**src/rtl/clk_burst_ctrl.sv**
```systemverilog
// Generated-clock sequencer: start/stop handshake to glitch-free clk_out, programmable phase, LFSR jitter, bursts.
// First rise eff cycles after the start edge; no backpressure, start/stop are pulses honoured only in IDLE/RUN.
module clk_burst_ctrl #(
    parameter int          CNT_W     = 8,
    parameter int          BURST_W   = 16,
    parameter logic [15:0] LFSR_SEED = 16'hACE1
) (
    input  logic               clk,
    input  logic               rst,
    input  logic               start,
    input  logic               stop,
    input  logic [CNT_W-1:0]   half_period,
    input  logic               jitter_en,
    input  logic [CNT_W-1:0]   jitter_mask,
    input  logic [BURST_W-1:0] burst_len,
    output logic               clk_out,
    output logic               busy,
    output logic               done,
    output logic [BURST_W-1:0] edge_cnt
);

    typedef enum logic [1:0] {
        IDLE  = 2'd0,
        RUN   = 2'd1,
        DRAIN = 2'd2
    } state_t;

    localparam logic [CNT_W:0]     CNT_ONE  = 1;
    localparam logic [BURST_W-1:0] EDGE_ONE = 1;

    state_t             state;
    state_t             state_n;
    logic [CNT_W:0]     cnt;
    logic [CNT_W:0]     cnt_n;
    logic [CNT_W:0]     eff;
    logic [CNT_W:0]     reload;
    logic [CNT_W-1:0]   jit;
    logic [15:0]        lfsr;
    logic [15:0]        lfsr_n;
    logic [15:0]        lfsr_step;
    logic [BURST_W-1:0] burst_lat;
    logic [BURST_W-1:0] burst_n;
    logic [BURST_W-1:0] edge_n;
    logic               clk_n;
    logic               done_n;
    logic               phase_end;
    logic               fall_due;
    logic               burst_hit;

    // Phase length is one bit wider than the operands so hp+jitter never wraps.
    always_comb begin
        jit       = jitter_en ? (lfsr[CNT_W-1:0] & jitter_mask) : '0;
        eff       = {1'b0, half_period} + {1'b0, jit};
        reload    = (eff == '0) ? '0 : (eff - CNT_ONE);
        lfsr_step = {lfsr[0] ^ lfsr[2] ^ lfsr[3] ^ lfsr[5], lfsr[15:1]};
        phase_end = (cnt == '0);
        fall_due  = phase_end && clk_out;
        burst_hit = (burst_lat != '0) && (edge_cnt == burst_lat);
    end

    always_ff @(posedge clk) begin
        if (rst) begin
            state <= IDLE;
        end else begin
            state <= state_n;
        end
    end

    always_comb begin
        state_n = state;
        case (state)
            IDLE: begin
                if (start) begin
                    state_n = RUN;
                end
            end
            RUN: begin
                if (stop && !clk_out) begin
                    state_n = IDLE;
                end else if (fall_due && (stop || burst_hit)) begin
                    state_n = IDLE;
                end else if (stop) begin
                    state_n = DRAIN;
                end
            end
            DRAIN: begin
                if (fall_due) begin
                    state_n = IDLE;
                end
            end
            default: state_n = IDLE;
        endcase
    end

    always_comb begin
        cnt_n   = cnt;
        clk_n   = clk_out;
        edge_n  = edge_cnt;
        lfsr_n  = lfsr;
        burst_n = burst_lat;
        done_n  = (state != IDLE) && (state_n == IDLE);
        case (state)
            IDLE: begin
                clk_n = 1'b0;
                if (start) begin
                    cnt_n   = reload;
                    edge_n  = '0;
                    burst_n = burst_len;
                    lfsr_n  = lfsr_step;
                end
            end
            RUN, DRAIN: begin
                // A stop while low ends the run at once, swallowing any rise due now.
                if ((state == RUN) && stop && !clk_out) begin
                    clk_n = 1'b0;
                end else if (phase_end) begin
                    clk_n  = !clk_out;
                    cnt_n  = reload;
                    lfsr_n = lfsr_step;
                    if (!clk_out) begin
                        edge_n = edge_cnt + EDGE_ONE;
                    end
                end else begin
                    cnt_n = cnt - CNT_ONE;
                end
            end
            default: clk_n = 1'b0;
        endcase
    end

    always_ff @(posedge clk) begin
        if (rst) begin
            cnt       <= '0;
            clk_out   <= 1'b0;
            done      <= 1'b0;
            edge_cnt  <= '0;
            lfsr      <= LFSR_SEED;
            burst_lat <= '0;
        end else begin
            cnt       <= cnt_n;
            clk_out   <= clk_n;
            done      <= done_n;
            edge_cnt  <= edge_n;
            lfsr      <= lfsr_n;
            burst_lat <= burst_n;
        end
    end

    assign busy = (state != IDLE);

endmodule

```
**config.mk**
```make
export PLATFORM = sky130hd
export DESIGN_NAME = clk_burst_ctrl
export DESIGN_NICKNAME = d
export VERILOG_FILES = /design/src/rtl/clk_burst_ctrl.sv
export SDC_FILE = /design/constraint.sdc
export NUM_CORES = 1
export LEC_CHECK = 0
export ABC_CLOCK_PERIOD_IN_PS = 4300
export BUFFER_PORTS_ARGS = -buffer_cell sky130_fd_sc_hd__buf_2
export CAP_MARGIN = 20
export CORE_ASPECT_RATIO = 2
export CORE_MARGIN = 5
export CORE_UTILIZATION = 40
export CTS_CLUSTER_SIZE = 25
export DETAILED_ROUTE_END_ITERATION = 8
export PLACE_DENSITY = 0.62
export SYNTH_ARGS = -nofsm -noshare
export SYNTH_HDL_FRONTEND = slang
export SYNTH_SLANG_ARGS = --single-unit
```
**constraint.sdc**
```tcl
create_clock -name clk -period 4.3 [get_ports clk]
set_input_delay 0.86 -clock clk [delete_from_list [all_inputs] [get_ports clk]]
set_output_delay 0.86 -clock clk [all_outputs]
set_load 0.05 [all_outputs]
```
; ---- Word level (Yosys, flattened, before mapping)
; Index checks and enable logic that the tools add are counted.
[classes]
add_sub_neg = 4
n_eq_ne = 7
muxes = 21
bitwise = 5
n_reduce_logical = 22
[ops]
columns = operator, n
row1 = $mux 16, 7
row2 = $pmux 16 s2, 2
row3 = $mux 9, 4
row4 = $logic_not 9->1, 2
row5 = $pmux 9 s2, 1
row6 = $sub 9x1->9 const B, 2
row7 = $add 16x1->16 const B, 1
row8 = $eq 16x16->1, 1
row9 = $reduce_bool 16->1, 1
row10 = $mux 2, 5
row11 = $add 8x8->9, 1
row12 = $and 8x8->8, 1
row13 = $mux 8, 1
row14 = $ne 2x2->1 const B, 4
row15 = $logic_and 1x1->1, 7
row16 = $pmux 2 s3, 1
row17 = $reduce_and 5->1, 1
row18 = $logic_not 2->1, 2
row19 = $reduce_and 4->1, 1
row20 = $reduce_bool 2->1, 2
row21 = $reduce_and 3->1, 1
row22 = $reduce_or 3->1, 1
row23 = $xor 1x1->1, 3
row24 = $eq 2x1->1 const B, 1
row25 = 6 further kinds, 6
[totals]
regBits = 61
output_inout_bits = 19
word_cells = 66

; ---- Logic depth before layout (Yosys ltp)
[depth]
ltp_word = 9
depth_mapped = 11
ltp_nobuf = 10

; ---- Worst setup path before layout
; No wires, ideal clock.
[synth_timing]
kind = input to register
startpoint = in jitter_mask[0]
endpoint = reg cnt[3]
setup_ps = 86
t_arrival_ps = 3171
path_slack_ps = 1044
cell_stages = 10
path_buffers = 0
cell_sequence = and3_1 -> ha_1 -> fa_1 -> a211o_1 -> a211o_1 -> a221oi_2 -> nor4_2 -> a31oi_4 -> a21oi_1 -> a211oi_1
[synth_via]
elab_chain_len = 8
word_cells_on_any_way = 10
cone_classes = add/sub (2) / mux (6) / bitwise (1) / reduce/logical (1)
[synth_lines]
columns = element, line_no
row1 = from (decl), 14  ; input logic [CNT_W-1:0] jitter_mask,
row2 = $and 8x8->8 *, 52  ; jit = jitter_en ? (lfsr[CNT_W-1:0] & jitter_mask) : '0;
row3 = $mux 8 *, 52
row4 = $add 8x8->9 *, 53  ; eff = {1'b0, half_period} + {1'b0, jit};
row5 = $sub 9x1->9 or $logic_not 9->1 (tied branches), 54  ; reload = (eff == '0) ? '0 : (eff - CNT_ONE);
row6 = $mux 9 *, 54
row7 = $mux 9, 116  ; end else if (phase_end) begin
row8 = $mux 9, 114  ; if ((state == RUN) && stop && !clk_out) begin
row9 = $pmux 9 s2 *, 102  ; case (state)
row10 = to (signal assigned), 140  ; cnt <= cnt_n;
row11 = to (decl), 33  ; logic [CNT_W:0] cnt;
; Every way passes the cells marked *; elsewhere a longest branch is shown, timed or not. The select of a mux whose other input is x is not followed.
; A chain may end at the register's enable or synchronous reset.

; ---- Worst setup path after layout
[layout_timing]
startpoint = in jitter_en
endpoint = reg cnt[3]
[layout_via]
elab_chain_len = 7
word_cells_on_any_way = 9
cone_classes = add/sub (2) / mux (6) / reduce/logical (1)
[layout_lines]
columns = element, line_no
row1 = from (decl), 13  ; input logic jitter_en,
row2 = $mux 8 *, 52
row3 = $add 8x8->9 *, 53
row4 = $sub 9x1->9 or $logic_not 9->1 (tied branches), 54
row5 = $mux 9 *, 54
row6 = $mux 9, 116
row7 = $mux 9, 114
row8 = $pmux 9 s2 *, 102
; Marks and branches as above.

==> flow_metrics.tcl <==
set metrics [dict create \
    drt-vias-per-instance 5.44 \
    finClkSkew_ps 4.23 \
    total_power_mw 1.68 \
    fmax_mhz 304 \
    routabilityCongestion 0.876 \
    cts_post_setup_buffers_inserted 0 \
    antenna_cells_inserted 0 \
    final_instance_count_excl_fillers 566 \
    detail_route.wirelength_mm 8.68 \
    area_of_combinational_cells_with_multiple_inputs_um2 2030 \
    setup_viol_count_final 0 \
    syn-instance-count 413 \
    timing.rr.end "cnt[3]" \
    synth_top_area_cell "sky130_fd_sc_hd__dfxtp_1" \
    synth_ff_type "sky130_fd_sc_hd__dfxtp_1" \
    clock-root-buffer "sky130_fd_sc_hd__clkbuf_16" \
    synth_enable_flop_cells 0 \
    totalNegativeSetupSlack_ps 0 \
    maxCapViolations 0 \
    worst_slack_ps 1020 \
    regToRegSetupSlack_ps 1370 \
    cell_area_power_density_nw_per_um2 421 \
    grt_pass1_vias 3022 \
    die_h_um 140 \
    synth.area.top_cells "sky130_fd_sc_hd__dfxtp_1 36%, sky130_fd_sc_hd__nand2_1 8.8%, sky130_fd_sc_hd__a21oi_1 6.0%" \
    clock_sinks 61 \
    cts_max_path_buffers 2 \
    num_io_pins 56 \
    final.period_utilization_pct 76.4 \
    slew_headroom_pct 27.2 \
    fin_hold_viols 0 \
    num-nets-final 518 \
    syn_nets 467 \
    route.detailed.drc 0 \
    cp_capture_point "cnt[3]" \
    worst_pin_slew_ps 1090 \
    dpl_worst_slack_ps 703 \
    p_leak_nw 1.71 \
    grt_max_degree 49 \
    ir_worst_vdd_mv 0.245 \
    number_of_buffers_inserted_for_hold_repair_after_clock_tree_synthesis 0 \
    fin_area_um2 3990 \
    share_of_final_layout_standard_cells_stronger_than_drive_strength_1_pct 16.7 \
    min_period_ps 3280 \
    drt-initial-drc-count 115 \
    resized_gates_after_cts 0 \
    share_of_the_synthesized_area_in_the_top_cell_type_pct 36.4 \
    coreArea_um2 8230 \
    die_area_um2 10400 \
    placedInstanceArea_um2 3700 \
    rsz0062_at_grt "no" \
    critical_path.startpoint_type "primary input" \
    layout.area.seq_um2 1220 \
    worstPathRequired_ps 4550 \
    seq_area_frac_synth_pct 36.4 \
    critPathMaxFanout 8 \
    worst_hold_slack_ps 458 \
    port_buffers 55 \
    flip_flop_and_latch_count_after_synthesis 61 \
    timing.reg2reg.worst_path_depth 10 \
    grt_usage_pct 17.3 \
    floorplan.initialDensity_pct 40.8 \
    post-place-cells 551 \
    worst_setup_path_startpoint "jitter_en" \
    postSynth.asyncResetShare_pct 0 \
    nFillCells 816 \
    cts_tree "done" \
    yosysWarningCount 0 \
    final_util_pct 48.4 \
    detailedRoute.firstPassIterationCount 5 \
    clk_pin_slew_worst_paths_ps 50 \
    path_class "in2reg" \
    yosys.cell_types.count 46 \
    die_w_um 74.8 \
    grt_overflow_total 0 \
    critPathCaptureType "flip-flop" \
    wl_per_cell_um 15.3 \
    rows 47 \
    cts.htree.levels 3 \
    synthesized_area_um2 3360 \
    dp_hpwl_mm 6.61 \
    area_growth_syn_to_layout_pct 18.7 \
    final_antenna_net_count 0 \
    critical_path.reg2reg.startpoint "lfsr[0]" \
    clkLatencyLatePin_ps 330 \
    numCtsBuffers 9 \
    grt_pass1_wl_mm 13.9 \
    run_status "complete, no violations" \
    final_max_slew_viol_count 0 \
    initial_antenna_violation_count 0 \
    hold_path_class "reg2reg" \
    vias 3079 \
    critPathArrivalTime_ps 3530 \
    syn-mean-instance-area_um2 8.13 \
]
[worst min path at each step]
stage,from,to,slack (ps),depth (start not counted)
6_report,lfsr[12],lfsr[12],460,2
5_1_grt,lfsr[13],lfsr[12],470,2
4_1_cts,lfsr[13],lfsr[12],460,2
3_5_place_dp,lfsr[13],lfsr[12],450,2
3_3_place_gp,lfsr[14],lfsr[14],450,2
2_1_floorplan,lfsr[13],lfsr[12],430,2
[Yosys cell counts (2+ instances only)]
library cell / n
sky130_fd_sc_hd__a211o_1: 3
sky130_fd_sc_hd__o31ai_1: 2
sky130_fd_sc_hd__inv_1: 11
sky130_fd_sc_hd__nand3b_1: 8
sky130_fd_sc_hd__nand2b_1: 2
sky130_fd_sc_hd__nand3_1: 11
sky130_fd_sc_hd__and2_1: 3
sky130_fd_sc_hd__nand2_1: 79
sky130_fd_sc_hd__xor2_1: 22
sky130_fd_sc_hd__a21oi_1: 40
sky130_fd_sc_hd__and3_1: 11
sky130_fd_sc_hd__o21a_1: 2
sky130_fd_sc_hd__or3_1: 5
sky130_fd_sc_hd__a211oi_1: 5
sky130_fd_sc_hd__clkbuf_1: 15
sky130_fd_sc_hd__nor3b_1: 2
sky130_fd_sc_hd__and4_1: 2
sky130_fd_sc_hd__dfxtp_1: 61
sky130_fd_sc_hd__ha_1: 16
sky130_fd_sc_hd__nand4b_1: 3
sky130_fd_sc_hd__nor3_1: 6
sky130_fd_sc_hd__a31oi_1: 4
sky130_fd_sc_hd__o211ai_1: 2
sky130_fd_sc_hd__nor4_1: 10
sky130_fd_sc_hd__a21o_1: 3
sky130_fd_sc_hd__nor2_1: 26
sky130_fd_sc_hd__o21ai_0: 12
sky130_fd_sc_hd__xnor2_1: 20
sky130_fd_sc_hd__nand4_1: 10
[worst max-delay path, stage by stage]
cell,delay (ps)
sky130_fd_sc_hd__buf_2,130
sky130_fd_sc_hd__and3_1,170
sky130_fd_sc_hd__ha_1,200
sky130_fd_sc_hd__fa_1,400
sky130_fd_sc_hd__a211o_1,320
sky130_fd_sc_hd__a211o_1,300
sky130_fd_sc_hd__a221oi_2,390
sky130_fd_sc_hd__nor4_2,110
sky130_fd_sc_hd__a31oi_4,320
sky130_fd_sc_hd__a21oi_1,110
sky130_fd_sc_hd__a211oi_1,220
[layout by cell type, fill, tap and decap left out, types with 2 or more instances in the layout]
cell	n
sky130_fd_sc_hd__and3_1	11
sky130_fd_sc_hd__buf_2	55
sky130_fd_sc_hd__o21ai_0	12
sky130_fd_sc_hd__nand4b_1	3
sky130_fd_sc_hd__a211o_1	3
sky130_fd_sc_hd__dfxtp_1	61
sky130_fd_sc_hd__o31ai_1	2
sky130_fd_sc_hd__a211oi_1	5
sky130_fd_sc_hd__nor2_1	26
sky130_fd_sc_hd__and4_1	2
sky130_fd_sc_hd__and2_1	3
sky130_fd_sc_hd__nand3_1	11
sky130_fd_sc_hd__xnor2_1	20
sky130_fd_sc_hd__xor2_1	22
sky130_fd_sc_hd__inv_1	11
sky130_fd_sc_hd__a21o_1	3
sky130_fd_sc_hd__a31oi_1	4
sky130_fd_sc_hd__nand2b_1	2
sky130_fd_sc_hd__clkbuf_16	9
sky130_fd_sc_hd__nand2_1	79
sky130_fd_sc_hd__nand4_1	10
sky130_fd_sc_hd__nor3b_1	2
sky130_fd_sc_hd__clkbuf_1	2
sky130_fd_sc_hd__nand3b_1	8
sky130_fd_sc_hd__nor4_1	10
sky130_fd_sc_hd__o21a_1	2
sky130_fd_sc_hd__or3_1	5
sky130_fd_sc_hd__a21oi_1	40
sky130_fd_sc_hd__clkinvlp_4	2
sky130_fd_sc_hd__ha_1	16
sky130_fd_sc_hd__o211ai_1	2
sky130_fd_sc_hd__nor3_1	6
[registers in the layout (all words and copies together) (netlist names)]
register   flops
burst_lat     16
edge_cnt      16
clk_out        1
state          2
done           1
lfsr          16
cnt            9
[per-layer routing]
metal	up-vias	routed length (um)	global-route usage, %
met1	1419	3120	16.5
met3	21	409	4.12
met5	-	0	0
met2	86	4820	32.4
met4	0	320	8.82
li1	1553	-	-
[power by group]
| part | leakage [nW] | internal (mW) | switching (mW) |
|---|---|---|---|
| clock network | 0.132 | 0.444 | 0.249 |
| registers | 0.500 | 0.611 | 0.0440 |
| logic | 1.08 | 0.131 | 0.197 |
[final cells by class]
class,instances,share of cell area (%)
sequential,61,30.6
timing repair buffer,56,7.10
clock buffer,11,5.84
inverter,11,1.04
tap,98,3.08
multi-input combinational,325,51.1
clock inverter,4,1.26
[logic make-up (layout without fill, tap and decap cells)]
group           Yosys count  in the layout  share of synthesized area, %
compound gates           83             83                          15.9
xor+xnor                 42             42                          11.0
simple gates            182            182                          26.9
fa+ha+maj                17             17                          6.56
mux                       1              1                         0.335
buf+inv                  27             82                          3.05
flops                    61             61                          36.4
(Power assumes the default switching activity.)
